==> src/rtl/alu_arb_pkg.sv <==
// Shared op codes and FSM state encodings for the two-requester ALU arbiter.
package alu_arb_pkg;

  typedef enum logic [2:0] {
    OP_ADD = 3'b000,
    OP_SUB = 3'b001,
    OP_OR  = 3'b010,
    OP_AND = 3'b011
  } alu_op_e;

  typedef enum logic {
    IDLE = 1'b0,
    RESP = 1'b1
  } arb_state_e;

endpackage

==> src/rtl/alu_core.sv <==
// Purely combinational ALU shared by both requesters; undefined op codes yield 0.
module alu_core
  import alu_arb_pkg::*;
#(
  parameter int WIDTH = 32
) (
  input  logic [WIDTH-1:0] a,
  input  logic [WIDTH-1:0] b,
  input  logic [2:0]       op,
  output logic [WIDTH-1:0] result
);

  always_comb begin
    result = '0;
    case (op)
      OP_ADD:  result = a + b;
      OP_SUB:  result = a - b;
      OP_OR:   result = a | b;
      OP_AND:  result = a & b;
      default: result = '0;
    endcase
  end

endmodule

==> src/rtl/alu_arbiter.sv <==
// Two-requester arbiter around one shared ALU with a single registered result slot.
// Define ALU_ARB_RR_EN for round-robin arbitration; otherwise requester 0 has fixed priority.
module alu_arbiter
  import alu_arb_pkg::*;
#(
  parameter int WIDTH = 32
) (
  input  logic             clk,
  input  logic             reset,
  input  logic             req0_valid,
  output logic             req0_ready,
  input  logic [WIDTH-1:0] req0_a,
  input  logic [WIDTH-1:0] req0_b,
  input  logic [2:0]       req0_op,
  output logic             rsp0_valid,
  input  logic             rsp0_ready,
  output logic [WIDTH-1:0] rsp0_result,
  output logic             rsp0_zero,
  input  logic             req1_valid,
  output logic             req1_ready,
  input  logic [WIDTH-1:0] req1_a,
  input  logic [WIDTH-1:0] req1_b,
  input  logic [2:0]       req1_op,
  output logic             rsp1_valid,
  input  logic             rsp1_ready,
  output logic [WIDTH-1:0] rsp1_result,
  output logic             rsp1_zero
);

  arb_state_e       state_q, state_d;
  logic             owner_q, owner_d;
  logic [WIDTH-1:0] result_q;
  logic             zero_q;

  logic             hs, grant, sel;
  logic [WIDTH-1:0] alu_a, alu_b, alu_res;
  logic [2:0]       alu_op;

  // Owner handshake frees the slot, so a new grant can land in the same cycle.
  assign hs = (state_q == RESP) && (owner_q ? rsp1_ready : rsp0_ready);

`ifdef ALU_ARB_RR_EN
  logic last_q;
  assign sel = (req0_valid && req1_valid) ? ~last_q : req1_valid;

  always_ff @(posedge clk) begin
    if (reset)      last_q <= 1'b1;
    else if (grant) last_q <= sel;
  end
`else
  assign sel = ~req0_valid;
`endif

  assign alu_a  = sel ? req1_a  : req0_a;
  assign alu_b  = sel ? req1_b  : req0_b;
  assign alu_op = sel ? req1_op : req0_op;

  alu_core #(.WIDTH(WIDTH)) u_alu (
    .a      (alu_a),
    .b      (alu_b),
    .op     (alu_op),
    .result (alu_res)
  );

  always_comb begin
    state_d    = state_q;
    owner_d    = owner_q;
    grant      = 1'b0;
    req0_ready = 1'b0;
    req1_ready = 1'b0;
    if (!reset && (state_q == IDLE || hs) && (req0_valid || req1_valid)) begin
      grant      = 1'b1;
      req0_ready = ~sel;
      req1_ready = sel;
      state_d    = RESP;
      owner_d    = sel;
    end else if (hs) begin
      state_d = IDLE;
    end
  end

  always_ff @(posedge clk) begin
    if (reset) begin
      state_q  <= IDLE;
      owner_q  <= 1'b0;
      result_q <= '0;
      zero_q   <= 1'b0;
    end else begin
      state_q <= state_d;
      owner_q <= owner_d;
      if (grant) begin
        result_q <= alu_res;
        zero_q   <= (alu_res == '0);
      end
    end
  end

  assign rsp0_valid  = (state_q == RESP) && !owner_q;
  assign rsp1_valid  = (state_q == RESP) &&  owner_q;
  assign rsp0_result = result_q;
  assign rsp1_result = result_q;
  assign rsp0_zero   = zero_q;
  assign rsp1_zero   = zero_q;

endmodule

==> config.mk <==
export PLATFORM = sky130hd
export DESIGN_NAME = alu_arbiter
export DESIGN_NICKNAME = d
export VERILOG_FILES = /design/src/rtl/alu_arb_pkg.sv /design/src/rtl/alu_core.sv /design/src/rtl/alu_arbiter.sv
export SDC_FILE = /design/constraint.sdc
export NUM_CORES = 1
export LEC_CHECK = 0
export CAP_MARGIN = 20
export CORE_AREA = 3 3 144 146
export DETAILED_ROUTE_END_ITERATION = 10
export DIE_AREA = 0 0 147 149
export GPL_TIMING_DRIVEN = 0
export PLACE_DENSITY = 0.55
export SLEW_MARGIN = 20
export SYNTH_ARGS = -nofsm -noshare
export SYNTH_HDL_FRONTEND = slang
export SYNTH_SLANG_ARGS = --single-unit
==> constraint.sdc <==
create_clock -name clk -period 7.1 [get_ports clk]
set_input_delay 0.71 -clock clk [delete_from_list [all_inputs] [get_ports clk]]
set_output_delay 0.71 -clock clk [all_outputs]
set_load 0.01 [all_outputs]
==> flow_metrics.env, run 1 <==
export IMPL_synth_edf_count=0
export IMPL_viasPerCell=5.29
export IMPL_crit_cells=21
export IMPL_reg2reg_to="rsp0_zero$_SDFFE_PP0P_"
export IMPL_setup_worst_path_end="rsp0_zero$_SDFFE_PP0P_"
export IMPL_p_leak_uw=0.00332
export IMPL_ys_ff_latch=35
export IMPL_relSlewSlack_pct=27.5
export IMPL_fin_crit_ns=6.76
export IMPL_outcome="finished clean"
export IMPL_place_hpwl_um=20500
export IMPL_ff2ff_path_depth=11
export IMPL_crit_chain="buf_6, buf_2, buf_2, a21o_1, clkbuf_1, buf_1, nand2_1, clkbuf_1, nand2_1, xnor2_1, ha_1, a21oi_2, o21ai_0, a41o_1, o31ai_1, xor2_1, o22ai_1, or4_1, nor4_1, and4_1, a31o_1"
export IMPL_critPathLaunchType="primary input"
export IMPL_cts_made_buffers=5
export IMPL_drc=0
export IMPL_cp_end_kind="register"
export IMPL_cts_tree="yes"
export IMPL_critPathMaxStageDelay_ns=0.60
export IMPL_dpl_worst_slack_ns=-0.409
export IMPL_portBuffers=207
export IMPL_initial_core_util_pct=29.8
export IMPL_grt_pass1_vias=6696
export IMPL_async_reset_ff_share_pct=0
export IMPL_ys_top_cells_by_area="dfxtp_1 12%, mux2i_1 7.9%, ha_1 7.3%, a21oi_1 6.4%, mux2_2 5.6%"
export IMPL_rsz0062_at_grt="no"
export IMPL_gp_congestion=0.934
export IMPL_reg2reg_slack_ns=4.26
export IMPL_clkSlewWorstSetupHoldPaths_ns=0.05
export IMPL_dominantRegCellSynth="dfxtp_1"
export IMPL_post_cts_buffers=0
export IMPL_synth_area_leader_cell="dfxtp_1"
export IMPL_first_iter_violations=331
export IMPL_routedWlPerCell_um=18.6
export IMPL_vias=6818
export IMPL_synth_nets=984
export IMPL_setup_violations_final=0
export IMPL_hold_depth=2
export IMPL_yosysWarnings=0
export IMPL_syn2layout_area_growth_pct=44.4
export IMPL_worstPathRequired_ns=7.33
export IMPL_final_setup_worst_slack_ns=0.340
export IMPL_hold_path_class="reg2reg"
export IMPL_hold_viol_final=0
export IMPL_crit_slowest_cell="or4_1"
export IMPL_drive_gt1_share_pct=9.97
export IMPL_slew_violations=0
export IMPL_die_area_sq_um=21900
export IMPL_drv_cap=0
export IMPL_tightest_slew_ns=1.09
export IMPL_cts_htree_levels=2
export IMPL_globalRouteOverflowTotal=0
export IMPL_syn_inst=809
export IMPL_yosysMostFrequentCell="nor2_1"
export IMPL_grt_antenna_before_repair=0
export IMPL_antenna_cells=0
export IMPL_cp_startpoint="req0_valid"
export IMPL_ioPinCount=210
export IMPL_clock_latency_ns=0.28
export IMPL_synth_cell_types=74
export IMPL_cts_sinks=35
export IMPL_fin_crit_sh_pct=95.2
export IMPL_critPathKind="in2reg"
export IMPL_fp_coreArea_sq_um=19500
export IMPL_ys_top_cells_by_count="86 x nor2_1, 74 x a21oi_1, 56 x nand2_1, 52 x o21ai_0, 46 x mux2i_1"
export IMPL_grt_max_degree=11
export IMPL_layout_nets=1197
export IMPL_grtUsageTotal_pct=21.1
export IMPL_postLayoutCoreUtil_pct=43.0
export IMPL_wl_met2_um=11800
export IMPL_routed_wl_um=24000
export IMPL_syn_area_sq_um=5810
export IMPL_fmax_ghz=0.148
export IMPL_cts_root_buffer="clkbuf_16"
export IMPL_ant_nets=0
export IMPL_crit_reg2reg_launch="owner_q$_SDFFE_PP0P_"
export IMPL_die_h_um=149
export IMPL_routed_top_layer="met4"
export IMPL_syn_avg_cell_area_sq_um=7.19
export IMPL_first_pass_iters=5
export IMPL_critPathArrivalTime_ns=6.99
export IMPL_fin_skew_ns=0.00333
export IMPL_crit_family="buffers and inverters"
export IMPL_die_w_um=147
export IMPL_wl_met1_um=10400
export IMPL_wl_met3_um=1350
export IMPL_worst_path_buf_inv=6
export IMPL_grt_first_pass_wirelength_um=36800
export IMPL_rows=51
export IMPL_seq_area_frac_synth_pct=12.1
export IMPL_clockBufferDepth=2
export IMPL_synth_top_area_share_pct=12.1
export IMPL_ir_worst_vdd_mv=0.0807
export IMPL_cp_max_fo=10
export IMPL_p_per_area_nw_per_um2=156
-- layout by cell type (no fill, tap or decap), types with 4 or more instances in the layout --
master and count:
and2_1 6, nand3_1 12, buf_1 4, a221oi_1 4, nor2b_1 5, a21o_1 11, buf_4 37, nor3_1 36
ha_1 34, clkdlybuf4s50_1 207, or3_1 7, a21oi_1 74, a31oi_1 14, maj3_1 7, o211ai_1 6, inv_1 24
nand4_1 14, clkbuf_16 5, o31ai_1 6, o21ai_0 51, xnor2_1 20, and3_1 5, clkbuf_1 25, o221ai_1 4
mux2_2 29, o21a_1 7, or2_2 4, dfxtp_1 35, xor2_1 25, mux2i_1 45, o22ai_1 5, nor4_1 8
a211oi_1 19, nor2_1 86, nand2_1 56, nor3b_1 4, nand2b_1 9, a22oi_1 5, buf_2 6
-- cells by family (layout without fill, tap and decap cells) --
family	Yosys count	after routing	share of synthesized area, %
AOI/OAI and AO/OA	244	244	27.0
xor gates and xnor gates	45	45	6.78
adders and majority gates	42	42	8.87
buffers and inverters	100	314	9.12
DFF	35	35	12.1
muxes	75	75	13.5
and+or+nand+nor	268	268	22.7
-- power by group --
part           internal, uW  switching, uW
combinational           386            457
clock                   149           79.5
sequential              218           18.2
-- how the worst min path moves through the flow --
stage | startpoint | to | slack (ns)
floorplan | state_q$_SDFFE_PP0P_ | state_q$_SDFFE_PP0P_ | 0.48
global placement | rsp0_result[19]$_SDFFE_PP0P_ | rsp0_result[19]$_SDFFE_PP0P_ | 0.48
detailed placement | rsp0_result[19]$_SDFFE_PP0P_ | rsp0_result[19]$_SDFFE_PP0P_ | 0.48
CTS | rsp0_result[4]$_SDFFE_PP0P_ | rsp0_result[4]$_SDFFE_PP0P_ | 0.49
global route | rsp0_result[4]$_SDFFE_PP0P_ | rsp0_result[4]$_SDFFE_PP0P_ | 0.51
finish | rsp0_result[4]$_SDFFE_PP0P_ | rsp0_result[4]$_SDFFE_PP0P_ | 0.48
-- routing by layer --
metal | vias up | track usage, %
li1 | 3394 | -
met2 | 219 | 38.5
met3 | 30 | 3.46
met1 | 3175 | 26.3
met4 | 0 | 4.10
met5 | - | 0
-- layout make-up --
cell class	count	area, sq um
Buffer	75	442
Inverter	24	90.1
Fill cell	2082	11100
Timing Repair Buffer	207	2070
Tap cell	265	332
Clock buffer	8	156
Sequential cell	35	701
Multi-Input combinational cell	674	4600
-- sequential cells by signal, summed over array words and instances, names as in the netlist --
name / cells
rsp0_result: 32
owner_q: 1
rsp0_zero: 1
state_q: 1
-- tightest hold or removal path: stages (launching register included) --
cell and delay, ns:
dfxtp_1 0.32, nand2_1 0.06, a21oi_1 0.05
-- repair_timing --
| item | in CTS | in global routing |
|---|---|---|
| gates resized for setup | 1 | 8 |
| setup endpoints to repair | 3 | 6 |
| hold buffers | 0 | 0 |
-- stage by stage --
step / area, sq um / TNS, ns / instances / power, uW / hold WS (ns)
after floorplan: 5810 / 0 / 809 / 754 / 0.481
after global placement: 8220 / -2.04 / 1281 / 1070 / 0.481
after detailed placement: 8220 / -1.75 / 1281 / 1070 / 0.481
after CTS: 8380 / 0 / 1289 / 1310 / 0.491
after global routing: 8400 / 0 / 1288 / 1410 / 0.514
final: 8400 / 0 / 1288 / 1310 / 0.481
No activity file was read; power rests on OpenSTA's default activity.
==> run 2: changes to the inputs <==
--- a/config.mk
+++ b/config.mk
@@ -15,3 +15,4 @@
 export SYNTH_ARGS = -nofsm -noshare
 export SYNTH_HDL_FRONTEND = slang
 export SYNTH_SLANG_ARGS = --single-unit
+export TNS_END_PERCENT = 20
==> results of run 2 <==
Same layout as run 1: the final DEF is identical, and so are final timing and power.
==> run 3: changes to the inputs <==
--- a/config.mk
+++ b/config.mk
@@ -9,9 +9,9 @@
 export CORE_AREA = 3 3 144 146
 export DETAILED_ROUTE_END_ITERATION = 10
 export DIE_AREA = 0 0 147 149
+export GPL_ROUTABILITY_DRIVEN = 1
 export GPL_TIMING_DRIVEN = 0
 export PLACE_DENSITY = 0.55
-export SLEW_MARGIN = 20
 export SYNTH_ARGS = -nofsm -noshare
 export SYNTH_HDL_FRONTEND = slang
 export SYNTH_SLANG_ARGS = --single-unit
==> results of run 3 <==
Same layout as run 1: the final DEF is identical, and so are final timing and power.
